===== config.mk =====
export PLATFORM = sky130hd
export DESIGN_NAME = miriscv_lsu_flat
export DESIGN_NICKNAME = d
export VERILOG_FILES = /design/src/rtl/miriscv_lsu_if.sv /design/src/rtl/miriscv_lsu.sv /design/src/flat_wrapper.sv
export SDC_FILE = /design/constraint.sdc
export NUM_CORES = 1
export LEC_CHECK = 0
export CORE_MARGIN = 4
export CORE_UTILIZATION = 68
export CTS_BUF_LIST = sky130_fd_sc_hd__clkbuf_8
export DETAILED_ROUTE_END_ITERATION = 8
export DONT_BUFFER_PORTS = 1
export GPL_TIMING_DRIVEN = 1
export PLACE_DENSITY = 0.84
export SLEW_MARGIN = 20
export SYNTH_ARGS = -nofsm -noshare
export SYNTH_HDL_FRONTEND = slang
export SYNTH_SLANG_ARGS = --single-unit

===== constraint.sdc =====
create_clock -name clk_i -period 6.4 [get_ports clk_i]
set_input_delay 0.64 -clock clk_i [delete_from_list [all_inputs] [get_ports clk_i]]
set_output_delay 0.64 -clock clk_i [all_outputs]
set_load 0.05 [all_outputs]

===== src/rtl/miriscv_lsu_if.sv =====
// Core-side request/response and data-memory port bundle for the load/store unit.
// The LSU uses the slave modport; the driver of requests and the memory model use master.
interface miriscv_lsu_if;
  logic        lsu_req_i;
  logic        lsu_we_i;
  logic [2:0]  lsu_size_i;
  logic [31:0] lsu_addr_i;
  logic [31:0] lsu_data_i;
  logic [31:0] lsu_data_o;
  logic        lsu_stall_o;
  logic        lsu_fault_o;
  logic [31:0] mem_addr_o;
  logic [31:0] mem_wd_o;
  logic        mem_we_o;
  logic [31:0] mem_rd_i;

  modport slave (
    input  lsu_req_i, lsu_we_i, lsu_size_i, lsu_addr_i, lsu_data_i, mem_rd_i,
    output lsu_data_o, lsu_stall_o, lsu_fault_o, mem_addr_o, mem_wd_o, mem_we_o
  );

  modport master (
    output lsu_req_i, lsu_we_i, lsu_size_i, lsu_addr_i, lsu_data_i, mem_rd_i,
    input  lsu_data_o, lsu_stall_o, lsu_fault_o, mem_addr_o, mem_wd_o, mem_we_o
  );
endinterface


===== src/rtl/miriscv_lsu.sv =====
// RV32I load/store unit: loads, SW and faults take 2 cycles, SB/SH 3 (read-modify-write).
// The core is held via lsu_stall_o until the RESP cycle; accepted operations always complete.
module miriscv_lsu #(
  parameter int unsigned MEM_BYTES = 256
) (
  input  logic          clk_i,
  input  logic          rst_i,
  miriscv_lsu_if.slave  bus
);

  typedef enum logic [1:0] {IDLE, WR, RESP} state_t;

  state_t      state_q, state_d;
  logic [31:0] addr_q, wdata_q, data_q;
  logic        fault_q;

  logic        err, is_half, is_word, bad_size, misal, oor;
  logic [7:0]  ld_byte;
  logic [15:0] ld_half;
  logic [31:0] ld_ext, st_word;
  logic [31:0] resp_data;
  logic        resp_fault;
  logic        mem_we;

  always_comb begin
    bad_size = (bus.lsu_size_i == 3'b011) || (bus.lsu_size_i[2:1] == 2'b11);
    is_half  = (bus.lsu_size_i[1:0] == 2'b01);
    is_word  = (bus.lsu_size_i[1:0] == 2'b10);
    misal    = (is_half && bus.lsu_addr_i[0]) || (is_word && (bus.lsu_addr_i[1:0] != 2'b00));
    oor      = (bus.lsu_addr_i >= MEM_BYTES);
    err      = bad_size || misal || oor || (bus.lsu_we_i && bus.lsu_size_i[2]);
  end

  // Load extraction straight from the combinational memory read in the accept cycle.
  always_comb begin
    case (bus.lsu_addr_i[1:0])
      2'd0:    ld_byte = bus.mem_rd_i[7:0];
      2'd1:    ld_byte = bus.mem_rd_i[15:8];
      2'd2:    ld_byte = bus.mem_rd_i[23:16];
      default: ld_byte = bus.mem_rd_i[31:24];
    endcase
    ld_half = bus.lsu_addr_i[1] ? bus.mem_rd_i[31:16] : bus.mem_rd_i[15:0];
    case (bus.lsu_size_i)
      3'b000:  ld_ext = {{24{ld_byte[7]}}, ld_byte};
      3'b100:  ld_ext = {24'd0, ld_byte};
      3'b001:  ld_ext = {{16{ld_half[15]}}, ld_half};
      3'b101:  ld_ext = {16'd0, ld_half};
      3'b010:  ld_ext = bus.mem_rd_i;
      default: ld_ext = 32'd0;
    endcase
  end

  always_comb begin
    st_word = bus.mem_rd_i;
    case (bus.lsu_size_i[1:0])
      2'b00:   st_word[{bus.lsu_addr_i[1:0], 3'b000} +: 8]  = bus.lsu_data_i[7:0];
      2'b01:   st_word[{bus.lsu_addr_i[1], 4'b0000} +: 16] = bus.lsu_data_i[15:0];
      default: st_word = bus.lsu_data_i;
    endcase
  end

  always_comb begin
    state_d        = state_q;
    mem_we         = 1'b0;
    bus.mem_wd_o   = bus.lsu_data_i;
    bus.mem_addr_o = bus.lsu_addr_i;
    resp_data      = 32'd0;
    resp_fault     = 1'b0;
    case (state_q)
      IDLE: begin
        if (bus.lsu_req_i) begin
          resp_fault = err;
          resp_data  = (err || bus.lsu_we_i) ? 32'd0 : ld_ext;
          if (err || !bus.lsu_we_i) begin
            state_d = RESP;
          end else if (is_word) begin
            mem_we  = 1'b1;
            state_d = RESP;
          end else begin
            state_d = WR;
          end
        end
      end
      WR: begin
        bus.mem_addr_o = addr_q;
        bus.mem_wd_o   = wdata_q;
        mem_we         = 1'b1;
        state_d        = RESP;
      end
      RESP:    state_d = IDLE;
      default: state_d = IDLE;
    endcase
  end

  // Reset must also cancel a write already presented in this cycle.
  assign bus.mem_we_o    = mem_we & ~rst_i;
  assign bus.lsu_stall_o = (state_q == WR) || (bus.lsu_req_i && (state_q != RESP));
  assign bus.lsu_data_o  = data_q;
  assign bus.lsu_fault_o = fault_q;

  always_ff @(posedge clk_i) begin
    if (rst_i) begin
      state_q <= IDLE;
      addr_q  <= 32'd0;
      wdata_q <= 32'd0;
      data_q  <= 32'd0;
      fault_q <= 1'b0;
    end else begin
      state_q <= state_d;
      if (state_q == IDLE && bus.lsu_req_i) begin
        addr_q  <= bus.lsu_addr_i;
        wdata_q <= st_word;
      end
      // Response registers change only on entry to RESP; fault is a one-cycle flag.
      if (state_d == RESP) begin
        data_q  <= resp_data;
        fault_q <= resp_fault;
      end else if (state_q == RESP) begin
        fault_q <= 1'b0;
      end
    end
  end

endmodule


===== src/flat_wrapper.sv =====
// flat-port wrapper written by rule: the top's interface ports become plain ports
module miriscv_lsu_flat 
#(
  parameter int unsigned MEM_BYTES = 256
)
  (clk_i, rst_i, bus_lsu_req_i, bus_lsu_we_i, bus_lsu_size_i, bus_lsu_addr_i, bus_lsu_data_i, bus_mem_rd_i, bus_lsu_data_o, bus_lsu_stall_o, bus_lsu_fault_o, bus_mem_addr_o, bus_mem_wd_o, bus_mem_we_o);
  miriscv_lsu_if bus_i ();
  input  logic clk_i;
  input  logic rst_i;
  input wire logic [$bits(bus_i.lsu_req_i)-1:0] bus_lsu_req_i;
  input wire logic [$bits(bus_i.lsu_we_i)-1:0] bus_lsu_we_i;
  input wire logic [$bits(bus_i.lsu_size_i)-1:0] bus_lsu_size_i;
  input wire logic [$bits(bus_i.lsu_addr_i)-1:0] bus_lsu_addr_i;
  input wire logic [$bits(bus_i.lsu_data_i)-1:0] bus_lsu_data_i;
  input wire logic [$bits(bus_i.mem_rd_i)-1:0] bus_mem_rd_i;
  output wire logic [$bits(bus_i.lsu_data_o)-1:0] bus_lsu_data_o;
  output wire logic [$bits(bus_i.lsu_stall_o)-1:0] bus_lsu_stall_o;
  output wire logic [$bits(bus_i.lsu_fault_o)-1:0] bus_lsu_fault_o;
  output wire logic [$bits(bus_i.mem_addr_o)-1:0] bus_mem_addr_o;
  output wire logic [$bits(bus_i.mem_wd_o)-1:0] bus_mem_wd_o;
  output wire logic [$bits(bus_i.mem_we_o)-1:0] bus_mem_we_o;
  assign bus_i.lsu_req_i = bus_lsu_req_i;
  assign bus_i.lsu_we_i = bus_lsu_we_i;
  assign bus_i.lsu_size_i = bus_lsu_size_i;
  assign bus_i.lsu_addr_i = bus_lsu_addr_i;
  assign bus_i.lsu_data_i = bus_lsu_data_i;
  assign bus_i.mem_rd_i = bus_mem_rd_i;
  assign bus_lsu_data_o = bus_i.lsu_data_o;
  assign bus_lsu_stall_o = bus_i.lsu_stall_o;
  assign bus_lsu_fault_o = bus_i.lsu_fault_o;
  assign bus_mem_addr_o = bus_i.mem_addr_o;
  assign bus_mem_wd_o = bus_i.mem_wd_o;
  assign bus_mem_we_o = bus_i.mem_we_o;
  miriscv_lsu #(.MEM_BYTES(MEM_BYTES)) u_core (.clk_i(clk_i), .rst_i(rst_i), .bus(bus_i));
endmodule

==> flow_summary.yaml <==
outcome:
  status: "completed"
power_and_ir_drop:
  peakVddDrop_v: 0.000134
  power_mw: 1.32
  power_leakage_nw: 1.94
  p_per_area_nw_per_um2: 227
route:
  drtIter0Drc: 573
  route.vias.total: 5231
  routed_wirelength_um: 17000
  vias_per_cell: 7.22
  first_pass_iters: 5
  wire_per_inst_um: 23.5
  drc: 0
  ant_nets: 0
sta:
  finClkSkew_ps: 15.9
  tns_ps: 0
  setup_viol: 0
  finalMaxSlewViolations: 0
  fin_hold_ws_ps: 320
  worst_slew_pin_slew_ps: 1030
  worst_slack_ps: 2990
  period_minus_slack_ps: 3410
  final-hold-violation-count: 0
  fmax_mhz: 293
  rsz0062_at_grt: "false"
  post-route-period-util: 0.532
  slew_headroom: 0.312
synthesis:
  synth_largest_area_cell: "dfxtp_1"
  synth-edff-count: 0
  syn_inst: 657
  synth_top_area_frac: 0.350
  yosys_warnings: 0
  synth_seq_cells: 99
  syn-cell-area_um2: 5670
  yosysMostFrequentCell: "dfxtp_1"
  synth.avg_cell_area_um2: 8.63
  ys.flop_type: "dfxtp_1"
  synth.area.top_cells: "dfxtp_1, mux2_2, a221oi_1, nand2_1, nand2b_1"
  synthArstFlopShare: 0
  ys_seq_area_frac: 0.350
  netlist-cell-type-count: 50
  synth_nets: 765
  ys_top_cells_by_count: "dfxtp_1, nand2_1, mux2_2, a221oi_1, a21oi_1"
min_path:
  hold_path.class: "primary input to flip-flop"
floorplanning:
  rows: 33
  fp.coreArea_um2: 8180
  fp.dieArea_um2: 9860
  die_x_um: 99.3
  die_h_um: 99.3
  io_pins: 202
  start_util: 0.693
final_layout:
  drive_above_1_share: 0.163
  fin_util: 0.708
  final_cell_area_um2: 5790
  area_growth_pct: 2.10
  diodes: 0
  nets: 723
  stdcell_count: 725
global_routing:
  grt_first_pass_wirelength_um: 26600
  gr-total-overflow: 0
  grt_pass1_vias: 4905
  antenna_found_initial: 0
  grt_start_max_net_pins: 103
  grt_usage: 0.336
place:
  gp_congestion: 0.926
  portBuffers: 0
  dp_hpwl_um: 12600
  post_dp_cell_area_um2: 5600
  dp.cells: 709
  dp_slack_ps: 3210
setup_path:
  critical_path_class: "flip-flop to output pin"
  critical_path_required_ps: 5760
  start_kind: "flip-flop"
  worstSetupEndpointType: "output pin"
  cp.arrival_ps: 2770
  crit_top_cell: "buf_4"
  crit_slowest_cell: "or3b_2"
  path_cells: "or3b_2 > buf_4 > nor4_1 > a31oi_1 > nor3_1 > buf_4"
  slowest_delay_ps: 780
  path_max_fanout: 38
clock_tree:
  cts_made_buffers: 9
  post_cts_resized: 0
  cts_tree: "yes"
  postCtsSetupBuffers: 0
  cts_root_buffer: "clkbuf_8"
  clock-sinks: 99
  ctsHoldBuffers: 0
  htree_levels: 3
  cts_buffer_depth: 2
  clk_latency_ps: 380
  clk_pin_slew_worst_paths_ps: 110
job:
  cap_violations: 0
==> cells in the final DEF, fill, tap and decap left out, types with 2 or more instances in the layout <==
master | synthesis | layout
a311oi_1 | 7 | 7
nand2b_1 | 40 | 39
nand2_1 | 85 | 85
a211oi_1 | 22 | 22
o21ai_0 | 2 | 2
o22ai_1 | 33 | 33
dfxtp_1 | 99 | 99
nor4_4 | 2 | 2
mux2_2 | 64 | 64
nand3_1 | 5 | 5
buf_4 | 1 | 7
nor4_1 | 8 | 8
nor3_1 | 28 | 28
a22o_1 | 8 | 8
nor2_1 | 36 | 36
a221oi_1 | 54 | 54
nand4_1 | 2 | 2
inv_1 | 5 | 5
and3_1 | 2 | 2
inv_6 | 0 | 3
clkbuf_8 | 0 | 10
nor2b_1 | 11 | 11
ha_1 | 5 | 5
a221o_1 | 11 | 11
mux2i_1 | 5 | 5
a21oi_1 | 41 | 41
==> logic make-up (layout without fill, tap and decap cells) <==
group                      Yosys count  after routing  synth area share
buffers and inverters               66             29            0.0506
adders and majority gates            5              5            0.0110
muxes                               69             69             0.136
AOI/OAI and AO/OA                  191            191             0.253
DFF                                 99             99             0.350
and+or+nand+nor                    227            227             0.200
==> power breakdown <==
group / internal [mW] / total, mW / switching (mW)
Clock: 0.160 / 0.398 / 0.238
Sequential: 0.645 / 0.663 / 0.0182
Combinational: 0.0835 / 0.255 / 0.172
==> area by class of cell <==
type	instances	area (um2)
Fill cell	657	2390
Clock buffer	10	138
Tap cell	105	131
Multi-Input combinational cell	492	3410
Timing Repair Buffer	7	52.6
Inverter	6	22.5
Clock inverter	6	53.8
Sequential cell	99	1980
==> sequential cells by signal, indices dropped and copies added, names as in the netlist <==
signal                  cells
u_core.addr_q              32
u_core.bus.lsu_data_o      32
u_core.bus.lsu_fault_o      1
u_core.state_q              2
u_core.wdata_q             32
==> worst paths after layout <==
kind / from / end / slack, ps / cells after the start
worst min register to register: u_core.addr_q[12] / u_core.addr_q[12] / 450 / 2
worst min-delay path: rst_i / u_core.addr_q[21] / 320 / 1
worst max register to register: u_core.state_q[0] / u_core.bus.lsu_data_o[30] / 3680 / 5
worst max-delay path: u_core.state_q[0] / bus_mem_we_o / 2990 / 6
==> worst max-delay path, delay by kind of cell, from the launching register on <==
| kind | cells | cell delay, ps |
|---|---|---|
| simple gates | 3 | 1270 |
| buf+inv | 2 | 610 |
| flops | 1 | 380 |
| compound gates | 1 | 120 |
==> routing by layer <==
metal,GRT usage,up-vias,share of wire
met2,0.504,343,0.44
met5,0,-,0
met3,0.120,40,0.14
li1,-,2401,-
met1,0.448,2447,0.39
met4,0.119,0,0.025
Note: power is estimated with default switching activity, not from simulation.
